### config.mk
export PLATFORM = sky130hd
export DESIGN_NAME = ne_seq_ctrl_flat
export DESIGN_NICKNAME = d
export VERILOG_FILES = /design/src/rtl/ne_seq_ctrl_if.sv /design/src/rtl/ne_seq_ctrl.sv /design/src/flat_wrapper.sv
export SDC_FILE = /design/constraint.sdc
export NUM_CORES = 1
export LEC_CHECK = 0
export CORE_ASPECT_RATIO = 0.75
export CORE_MARGIN = 2
export CORE_UTILIZATION = 44
export DETAILED_ROUTE_END_ITERATION = 7
export GPL_TIMING_DRIVEN = 0
export PLACE_DENSITY = 0.82
export SLEW_MARGIN = 20
export SYNTH_ARGS = -nofsm -noshare
export SYNTH_HDL_FRONTEND = slang
export SYNTH_SLANG_ARGS = --single-unit
export TNS_END_PERCENT = 5
### constraint.sdc
create_clock -name clk -period 2.85 [get_ports clk]
set_input_delay 0.855 -clock clk [delete_from_list [all_inputs] [get_ports clk]]
set_output_delay 0.855 -clock clk [all_outputs]
set_load 0.02 [all_outputs]
### src/rtl/ne_seq_ctrl_if.sv
// Valid/ready stream bundle for the ne_seq_ctrl sample input and feature output.
// W sets the payload width; the master drives valid/data and the slave drives ready.
interface ne_seq_ctrl_if #(
  parameter int W = 16
) ();
  logic         valid;
  logic         ready;
  logic [W-1:0] data;

  modport master (
    output valid,
    output data,
    input  ready
  );

  modport slave (
    input  valid,
    input  data,
    output ready
  );
endinterface

### src/rtl/ne_seq_ctrl.sv
// Sequencer for the nonlinear-energy datapath: streams samples, captures features.
// Optional detection counter enabled by defining NE_SEQ_CTRL_STATS_EN.
module ne_seq_ctrl #(
  parameter int IN_W    = 16,
  parameter int OUT_W   = 40,
  parameter int WIN_LEN = 50,
  parameter int WIN_NUM = 5,
  parameter int TIMEOUT = 64
) (
  input  logic               clk,
  input  logic               rst,
  input  logic               start,
  input  logic               stop,
  input  logic [OUT_W-1:0]   thresh,
  ne_seq_ctrl_if.slave       s,
  output logic [IN_W-1:0]    ne_din,
  output logic               ne_en,
  output logic               ne_rst,
  input  logic [OUT_W-1:0]   ne_dout,
  input  logic               ne_data_valid,
  ne_seq_ctrl_if.master      f,
  output logic               f_detect,
  output logic               busy,
  output logic               err,
  output logic [15:0]        det_cnt
);

  localparam int SC_W = $clog2(WIN_LEN);
  localparam int WC_W = $clog2(WIN_NUM + 1);
  localparam int TC_W = $clog2(TIMEOUT + 1);

  localparam logic [SC_W-1:0] SAMP_LAST = SC_W'(WIN_LEN - 1);
  localparam logic [WC_W-1:0] WIN_MAX   = WC_W'(WIN_NUM);
  localparam logic [WC_W-1:0] WIN_PEN   = WC_W'(WIN_NUM - 1);
  localparam logic [TC_W-1:0] TMO_LAST  = TC_W'(TIMEOUT - 1);

  typedef enum logic [2:0] {
    IDLE,
    CLEAR,
    RUN,
    WAIT_V,
    HOLD
  } state_t;

  state_t          state;
  logic [SC_W-1:0] samp_cnt;
  logic [WC_W-1:0] win_cnt;
  logic [TC_W-1:0] tmo_cnt;
  logic            stop_pend;
  logic            take;
  logic            wrap;

  assign take = s.valid && s.ready;
  assign wrap = take && (samp_cnt == SAMP_LAST);
  assign busy = (state != IDLE);

  always_ff @(posedge clk) begin
    if (rst) begin
      state     <= IDLE;
      samp_cnt  <= '0;
      win_cnt   <= '0;
      tmo_cnt   <= '0;
      stop_pend <= 1'b0;
      s.ready   <= 1'b0;
      ne_din    <= '0;
      ne_en     <= 1'b1;
      ne_rst    <= 1'b1;
      f.valid   <= 1'b0;
      f.data    <= '0;
      f_detect  <= 1'b0;
      err       <= 1'b0;
    end else begin
      ne_en <= 1'b1;
      case (state)
        IDLE: begin
          if (start) begin
            err   <= 1'b0;
            state <= CLEAR;
          end
        end
        CLEAR: begin
          samp_cnt <= '0;
          win_cnt  <= '0;
          tmo_cnt  <= '0;
          if (stop) stop_pend <= 1'b1;
          ne_rst  <= 1'b0;
          s.ready <= 1'b1;
          state   <= RUN;
        end
        RUN: begin
          if (stop) begin
            stop_pend <= 1'b0;
            s.ready   <= 1'b0;
            ne_rst    <= 1'b1;
            state     <= IDLE;
          end else if (take) begin
            ne_din   <= s.data;
            ne_en    <= 1'b0;
            samp_cnt <= wrap ? '0 : samp_cnt + 1'b1;
            if (wrap) begin
              if (win_cnt != WIN_MAX) win_cnt <= win_cnt + 1'b1;
              // Once the shifter is full every window closes a feature.
              if (win_cnt >= WIN_PEN) begin
                s.ready <= 1'b0;
                tmo_cnt <= '0;
                state   <= WAIT_V;
              end
            end
          end
        end
        WAIT_V: begin
          if (stop) stop_pend <= 1'b1;
          if (ne_data_valid) begin
            f.data   <= ne_dout;
            f_detect <= $signed(ne_dout) > $signed(thresh);
            f.valid  <= 1'b1;
            tmo_cnt  <= '0;
            state    <= HOLD;
          end else if (tmo_cnt == TMO_LAST) begin
            err       <= 1'b1;
            tmo_cnt   <= '0;
            stop_pend <= 1'b0;
            ne_rst    <= 1'b1;
            state     <= IDLE;
          end else begin
            tmo_cnt <= tmo_cnt + 1'b1;
          end
        end
        HOLD: begin
          if (stop) stop_pend <= 1'b1;
          if (f.ready) begin
            f.valid <= 1'b0;
            if (stop_pend || stop) begin
              stop_pend <= 1'b0;
              ne_rst    <= 1'b1;
              state     <= IDLE;
            end else begin
              s.ready <= 1'b1;
              state   <= RUN;
            end
          end
        end
        default: state <= IDLE;
      endcase
    end
  end

`ifdef NE_SEQ_CTRL_STATS_EN
  logic hs;
  assign hs = f.valid && f.ready;

  always_ff @(posedge clk) begin
    if (rst || state == CLEAR) begin
      det_cnt <= '0;
    end else if (hs && f_detect && det_cnt != 16'hFFFF) begin
      det_cnt <= det_cnt + 1'b1;
    end
  end
`else
  assign det_cnt = '0;
`endif

endmodule

### src/flat_wrapper.sv
// flat-port wrapper written by rule: the top's interface ports become plain ports
module ne_seq_ctrl_flat 
#(
  parameter int IN_W    = 16,
  parameter int OUT_W   = 40,
  parameter int WIN_LEN = 50,
  parameter int WIN_NUM = 5,
  parameter int TIMEOUT = 64
)
  (clk, rst, start, stop, thresh, ne_din, ne_en, ne_rst, ne_dout, ne_data_valid, f_detect, busy, err, det_cnt, s_valid, s_data, s_ready, f_valid, f_data, f_ready);
  ne_seq_ctrl_if #(.W(IN_W)) s_i ();
  ne_seq_ctrl_if #(.W(OUT_W)) f_i ();
  input  logic clk;
  input  logic rst;
  input  logic start;
  input  logic stop;
  input  logic [OUT_W-1:0] thresh;
  output logic [IN_W-1:0] ne_din;
  output logic ne_en;
  output logic ne_rst;
  input  logic [OUT_W-1:0] ne_dout;
  input  logic ne_data_valid;
  output logic f_detect;
  output logic busy;
  output logic err;
  output logic [15:0] det_cnt;
  input wire logic [$bits(s_i.valid)-1:0] s_valid;
  input wire logic [$bits(s_i.data)-1:0] s_data;
  output wire logic [$bits(s_i.ready)-1:0] s_ready;
  output wire logic [$bits(f_i.valid)-1:0] f_valid;
  output wire logic [$bits(f_i.data)-1:0] f_data;
  input wire logic [$bits(f_i.ready)-1:0] f_ready;
  assign s_i.valid = s_valid;
  assign s_i.data = s_data;
  assign s_ready = s_i.ready;
  assign f_valid = f_i.valid;
  assign f_data = f_i.data;
  assign f_i.ready = f_ready;
  ne_seq_ctrl #(.IN_W(IN_W), .OUT_W(OUT_W), .WIN_LEN(WIN_LEN), .WIN_NUM(WIN_NUM), .TIMEOUT(TIMEOUT)) u_core (.clk(clk), .rst(rst), .start(start), .stop(stop), .thresh(thresh), .s(s_i), .ne_din(ne_din), .ne_en(ne_en), .ne_rst(ne_rst), .ne_dout(ne_dout), .ne_data_valid(ne_data_valid), .f(f_i), .f_detect(f_detect), .busy(busy), .err(err), .det_cnt(det_cnt));
endmodule
==> run metrics, run 1 <==
die area 10900 sq um; Clock Pin Slew Worst Setup and Hold Paths 0.06 ns; CP Capture Type flip-flop; wire length per cell 14.9 microns; Worst Max-Slew Pin Slew 0.587 ns; metal3 WL 1.20 mm; Main synth FF type dfxtp_1; setup violators final 0; Peak VDD IR 0.367 mV; Pleak 2.76 nW; area of the multi-input gates 2600 sq um; sequential element share of the synthesized area 37.2%; Rel. slew slack 60.7%; fmax 362 MHz; Avg Inst Size Synth 7.64 sq um; sw power 0.954 mW; Logic pwr share 25.9%; worst r2r dst u_core.state[1]; Core Util, Final 70.2%; post-route ant nets 0; Power per Cell Area 485 nW/um^2; Bufs on Longest Clock Path 2; Post-synth EDFFs 0; post-placement cell count 890; DP HPWL 10.5 mm; CTS tree done; commonest non-fill, non-tap cell in the layout clkdlybuf4s50_1; reg-to-reg startpoint u_core.samp_cnt[0]; die height 90.8 microns; Seq pwr share 37.3%; met2 WL 6.27 mm; Worst Skew 0.00537 ns; Hold WC Path Type reg2reg; pre-CTS setup slack -0.773 ns; Synth cell types 46; r2r worst-path depth 7; commonest cells after routing, fill and taps aside clkdlybuf4s50_1 (155), nand2_1 (145), a21oi_1 (84), dfxtp_1 (82), inv_1 (39); vias in the first global route 4479; GPL Wtd Cong 0.848; Worst-Skew Late Latency 0.33 ns; Max Slew Vio Count 0; Antenna diodes 0; Synth area leaders dfxtp_1 (37%), ha_1 (13%), nand2_1 (12%); Area Overhead vs Synth 54.0%; clock power share 36.7%; synthesized flop and latch total 82; Tmin final 2.76 ns; FFs w/ async S/R, synth 0%; Syn Inst Count 578; final wirelength 13.6 mm; total gr overflow 0; drt pass-1 iters 4; DRT met1 WL 5.79 mm; Int Power 2.35 mW; global-route wire length before repair 21.1 mm; Hold Buf Count CTS 0; switching share of total power 28.9%; Hold Path Origin u_core.ne_din[1]; hold_ws 0.454 ns; core area 9700 sq um; number of CTS-inserted buffers 9; final std cells w/o fill 909; hold depth 2; die span in x 120 microns; Register Area 1640 sq um; mapped cell area 4420 sq um; Crit Path Class in2reg; Port Buf Inserts 165; max-cap check violation count 0; setup TNS 0 ns; Max FO, Critical Path 3; Synth area leader dfxtp_1; antenna violations before repair 0; Initial DRC Count 222; Layout fillers 766; Reg2Reg Setup Slack 0.79 ns; share of the synthesized area in the top cell type 37.2%; num rows 31; fin crit share 96.9%; I/O pins 182; status completed; H-tree Lvls 3; Final Hold Viols 0; Highest Signal Layer met4; arrival time at the worst endpoint 2.99 ns; # clock sinks 82; Starting Density 45.6%; Synthesis Warnings 0; GR Util All Layers 24.2%; element type at the critical path start primary input; largest net degree at the start of global routing 14; via count 4674; layout cells sized above 1 8.49%; WHS Endpoint u_core.ne_din[1]; fin nets 921; final worst slack 0.0892 ns; # DRC 0; routed vias/inst 5.14; Critical Path RT 3.08 ns; CTS Root Cell clkbuf_16
## sequential cells by signal, summed over array words and instances, names as in the netlist
| register | flops |
|---|---|
| u_core.f.data | 40 |
| u_core.ne_din | 16 |
| u_core.tmo_cnt | 7 |
| u_core.samp_cnt | 6 |
| u_core.state | 3 |
| u_core.win_cnt | 3 |
| u_core.err | 1 |
| u_core.f.valid | 1 |
| u_core.f_detect | 1 |
| u_core.ne_en | 1 |
| u_core.ne_rst | 1 |
| u_core.s.ready | 1 |
| u_core.stop_pend | 1 |
## power by group through the flow
stage / registers [mW] / logic (mW) / clock network, mW
6_report: 1.23 / 0.855 / 1.21
3_3_place_gp: 1.25 / 0.786 / 0
2_1_floorplan: 1.28 / 0.444 / 0
3_5_place_dp: 1.26 / 0.810 / 0
5_1_grt: 1.24 / 0.938 / 1.28
4_1_cts: 1.23 / 0.820 / 1.24
## metal layers
layer	GRT usage, %	up-vias
met2	38.7	180
met5	0	-
li1	-	2312
met1	30.8	2159
met4	8.63	0
met3	7.51	23
## per-stage QoR
step,cell area [sq um],power [mW]
2_1_floorplan,4470,1.72
3_3_place_gp,6290,2.04
3_5_place_dp,6290,2.07
4_1_cts,6630,3.29
5_1_grt,6810,3.46
6_report,6810,3.30
## critical path: stages
cell and delay [ns]:
clkdlybuf4s50_1 0.46, inv_1 0.04, ha_1 0.31, nand4_1 0.21
nor4_4 0.36, nand2_1 0.11, o211ai_1 0.14, a211oi_2 0.11
xor2_1 0.18, a32o_1 0.20
## cell families after synthesis
kind of cell,share of synthesized area [%]
and+or+nand+nor,23.5
AOI/OAI and AO/OA,16.2
buffers and inverters,8.69
DFF,37.2
adders and majority gates,12.7
xor gates and xnor gates,1.39
other,0.0849
muxes,0.227
## repair_timing
action	4_1_cts	5_1_grt
resized for setup	4	28
pin swaps	2	13
buffers inserted	1	3
setup endpoints to repair	1	1
## worst max-delay path by stage
stage	from	end	slack [ns]	cells past startpoint
after floorplan	thresh[39]	u_core.f_detect	0.37	9
final	thresh[22]	u_core.f_detect	0.09	10
after detailed placement	thresh[39]	u_core.f_detect	-0.77	10
after global routing	thresh[30]	u_core.f_detect	-0.05	10
after global placement	thresh[39]	u_core.f_detect	-0.76	10
after CTS	thresh[39]	u_core.f_detect	0.007	10
## cells in the mapped netlist, types with 2 or more instances
master / count
nand4_1: 11
dfxtp_1: 82
nand4b_1: 2
o21bai_1: 2
a211oi_1: 7
buf_2: 4
and3_1: 6
nand2_1: 145
ha_1: 45
clkbuf_1: 19
nor3b_1: 4
nand3_1: 10
a21oi_1: 85
buf_4: 16
o21ai_0: 12
a31oi_1: 6
nor2_1: 27
o31ai_1: 2
nor3_1: 6
a221oi_1: 2
inv_1: 45
nor4_1: 2
xor2_1: 6
nor2b_1: 4
o211ai_1: 2
nor3_2: 3
nor2_4: 2
nand2b_1: 2
or3_1: 2
## layout make-up
class	instances	area share, %
inverters	45	2.48
repair buffers	169	25.1
well taps	132	2.43
clock inverters	5	1.18
plain buffers	40	3.16
clock buffers	10	3.36
flip-flops and latches	82	24.1
multi-input cells	426	38.2
(Power assumes the default switching activity.)
==> run 2, diff against run 1 <==
--- a/config.mk
+++ b/config.mk
@@ -5,12 +5,14 @@
 export SDC_FILE = /design/constraint.sdc
 export NUM_CORES = 1
 export LEC_CHECK = 0
+export ABC_AREA = 1
+export CAP_MARGIN = 20
 export CORE_ASPECT_RATIO = 0.75
 export CORE_MARGIN = 2
-export CORE_UTILIZATION = 44
+export CORE_UTILIZATION = 40
 export DETAILED_ROUTE_END_ITERATION = 7
 export GPL_TIMING_DRIVEN = 0
-export PLACE_DENSITY = 0.82
+export PLACE_DENSITY = 0.78
 export SLEW_MARGIN = 20
 export SYNTH_ARGS = -nofsm -noshare
 export SYNTH_HDL_FRONTEND = slang
==> constraint.sdc (replaced) <==
create_clock -name clk -period 2.3 [get_ports clk]
set_input_delay 0.69 -clock clk [delete_from_list [all_inputs] [get_ports clk]]
set_output_delay 0.69 -clock clk [all_outputs]
set_load 0.02 [all_outputs]
==> run metrics, run 2 <==
fin crit share 93.9%; die height 96.3 microns; CTS Root Cell clkbuf_16; most common cell in the netlist nor2_1; synthesized flop and latch total 82; Hold WC Path Type reg2reg; Syn Inst Count 647; commonest non-fill, non-tap cell in the layout clkdlybuf4s50_1; Peak VDD IR 0.408 mV; GPL Wtd Cong 0.879; antenna violations before repair 0; post-placement cell count 967; # clock sinks 82; PnR Total Power 4.79 mW; max FFs per register 40; Worst Setup SP thresh[29]; commonest cells after routing, fill and taps aside clkdlybuf4s50_1 (163), nor2_1 (143), nand2_1 (92), inv_1 (82), dfxtp_1 (82); setup violators final 0; vias in the first global route 4212; Synth cell types 38; Worst-Skew Late Latency 0.34 ns; die area 12200 sq um; Hold Path Origin u_core.tmo_cnt[6]; GR Util All Layers 20.4%; Initial DRC Count 245; fmax 463 MHz; Regs by FF count u_core.f.data (40), u_core.ne_din (16), u_core.tmo_cnt (7); num rows 33; Power per Cell Area 707 nW/um^2; Rel. slew slack 65.2%; Final Hold Viols 0; arrival time at the worst endpoint 2.36 ns; total gr overflow 0; Post-synth EDFFs 0; Synth area leader dfxtp_1; Cell Area, Placed 6420 sq um; max-cap check violation count 0; drt pass-1 iters 5; Hold Buf Count CTS 0; Largest Register u_core.f.data; Worst Max-Slew Pin Slew 0.522 ns; Starting Density 41.4%; die span in x 127 microns; Crit Path Class in2reg; Synth area leaders dfxtp_1 (36%), ha_1 (12%), nor2_1 (12%); Clock Pin Slew Worst Setup and Hold Paths 0.06 ns; I/O pins 182; final wirelength 12.4 mm; reg-to-reg startpoint u_core.samp_cnt[1]; layout cells sized above 1 7.59%; most frequent cells after synthesis nor2_1 (146), nand2_1 (93), dfxtp_1 (82), inv_1 (82), o21ai_0 (68); largest net degree at the start of global routing 15; via count 4552; H-tree Lvls 3; Post-CTS Repair Setup Buffers 0; Worst Skew 0.00789 ns; Tmin final 2.16 ns; Synthesis Warnings 0; Max Slew Vio Count 0; FFs w/ async S/R, synth 0%; Bufs on Longest Clock Path 2; share of the synthesized area in the top cell type 36.1%; Critical Path RT 2.50 ns; Port Buf Inserts 165; # DRC 0; Area Overhead vs Synth 49.2%; global-route wire length before repair 19.9 mm; number of CTS-inserted buffers 9; status completed; fin nets 986; routed vias/inst 4.63; final instance area 6780 sq um; element type at the critical path start primary input; Main synth FF type dfxtp_1; CTS tree done; post-route ant nets 0; sequential element share of the synthesized area 36.1%; DP HPWL 9.69 mm; core area 11000 sq um; Antenna diodes 0; Max FO, Critical Path 2; mapped cell area 4540 sq um; wire length per cell 12.6 microns; final std cells w/o fill 983; Avg Inst Size Synth 7.02 sq um; unrepaired setup endpoints after global routing true; Pleak 3.20 nW; CP Capture Type flip-flop
-- run 2: worst max-delay path, cell delays in order --
cell and delay (ns):
clkdlybuf4s50_1 0.47, inv_1 0.05, ha_1 0.29, nand2_1 0.07, nor2_2 0.14, nand2_2 0.08
nor2_4 0.13, nand2_1 0.07, nor2_1 0.10, nor2_1 0.06, nand2_1 0.05, nand2_1 0.04
nand3_1 0.06, a21oi_1 0.06
-- run 2: layer usage --
metal | wire, microns | share of wire (%) | vias to the layer above | GRT usage, %
met5 | 0 | 0 | - | 0
met1 | 5770 | 47 | 1974 | 25.8
li1 | - | - | 2408 | -
met2 | 5400 | 44 | 155 | 33.1
met3 | 1050 | 8.5 | 15 | 8.00
met4 | 137 | 1.1 | 0 | 4.85
-- run 2: stage by stage --
stage                     utilization (%)  hold WS, ns  setup TNS (ns)  setup WS (ns)
after floorplan                         -        0.432               0          0.379
after global placement               58.5        0.442          -11.17         -0.408
after detailed placement             58.5        0.444          -11.41         -0.441
after CTS                            61.5        0.454               0        0.00111
after global routing                 61.7        0.476         -0.0597        -0.0597
final                                61.7        0.452               0          0.141
-- run 2: cells by family after synthesis --
| group | count (synthesis) | synth area share, % |
|---|---|---|
| other | 1 | 0.0826 |
| flip-flops | 82 | 36.1 |
| buffers and inverters | 124 | 11.7 |
| adder cells (fa/ha/maj) | 45 | 12.4 |
| AND/OR/NAND/NOR | 274 | 25.1 |
| XOR/XNOR | 4 | 0.771 |
| AO/OA/AOI/OAI | 117 | 13.8 |
-- run 2: timing repair --
action / in CTS / in global routing
endpoints found under the setup margin: 2 / 2
pin swaps: 0 / 5
gates resized for setup: 3 / 7
-- run 2: power breakdown --
part	total [mW]	switching (mW)	internal (mW)
sequential	1.65	0.0914	1.56
clock	1.51	0.605	0.905
combinational	1.63	0.955	0.678
total	4.79	1.65	3.14
-- run 2: final timing paths --
kind | end | cells after the start | slack (ns)
worst max-delay path | u_core.f_detect | 14 | 0.14
worst min-delay path | u_core.tmo_cnt[6] | 2 | 0.45
worst max register to register | u_core.win_cnt[0] | 10 | 0.56
worst min register to register | u_core.tmo_cnt[6] | 2 | 0.45
-- run 2: area by class of cell --
type,instances,area (sq um)
repair buffers,165,1660
inverters,90,338
flip-flops and latches,82,1640
clock inverters,5,62.6
clock buffers,11,253
fillers,1040,4210
plain buffers,34,196
well taps,140,175
multi-input cells,456,2450
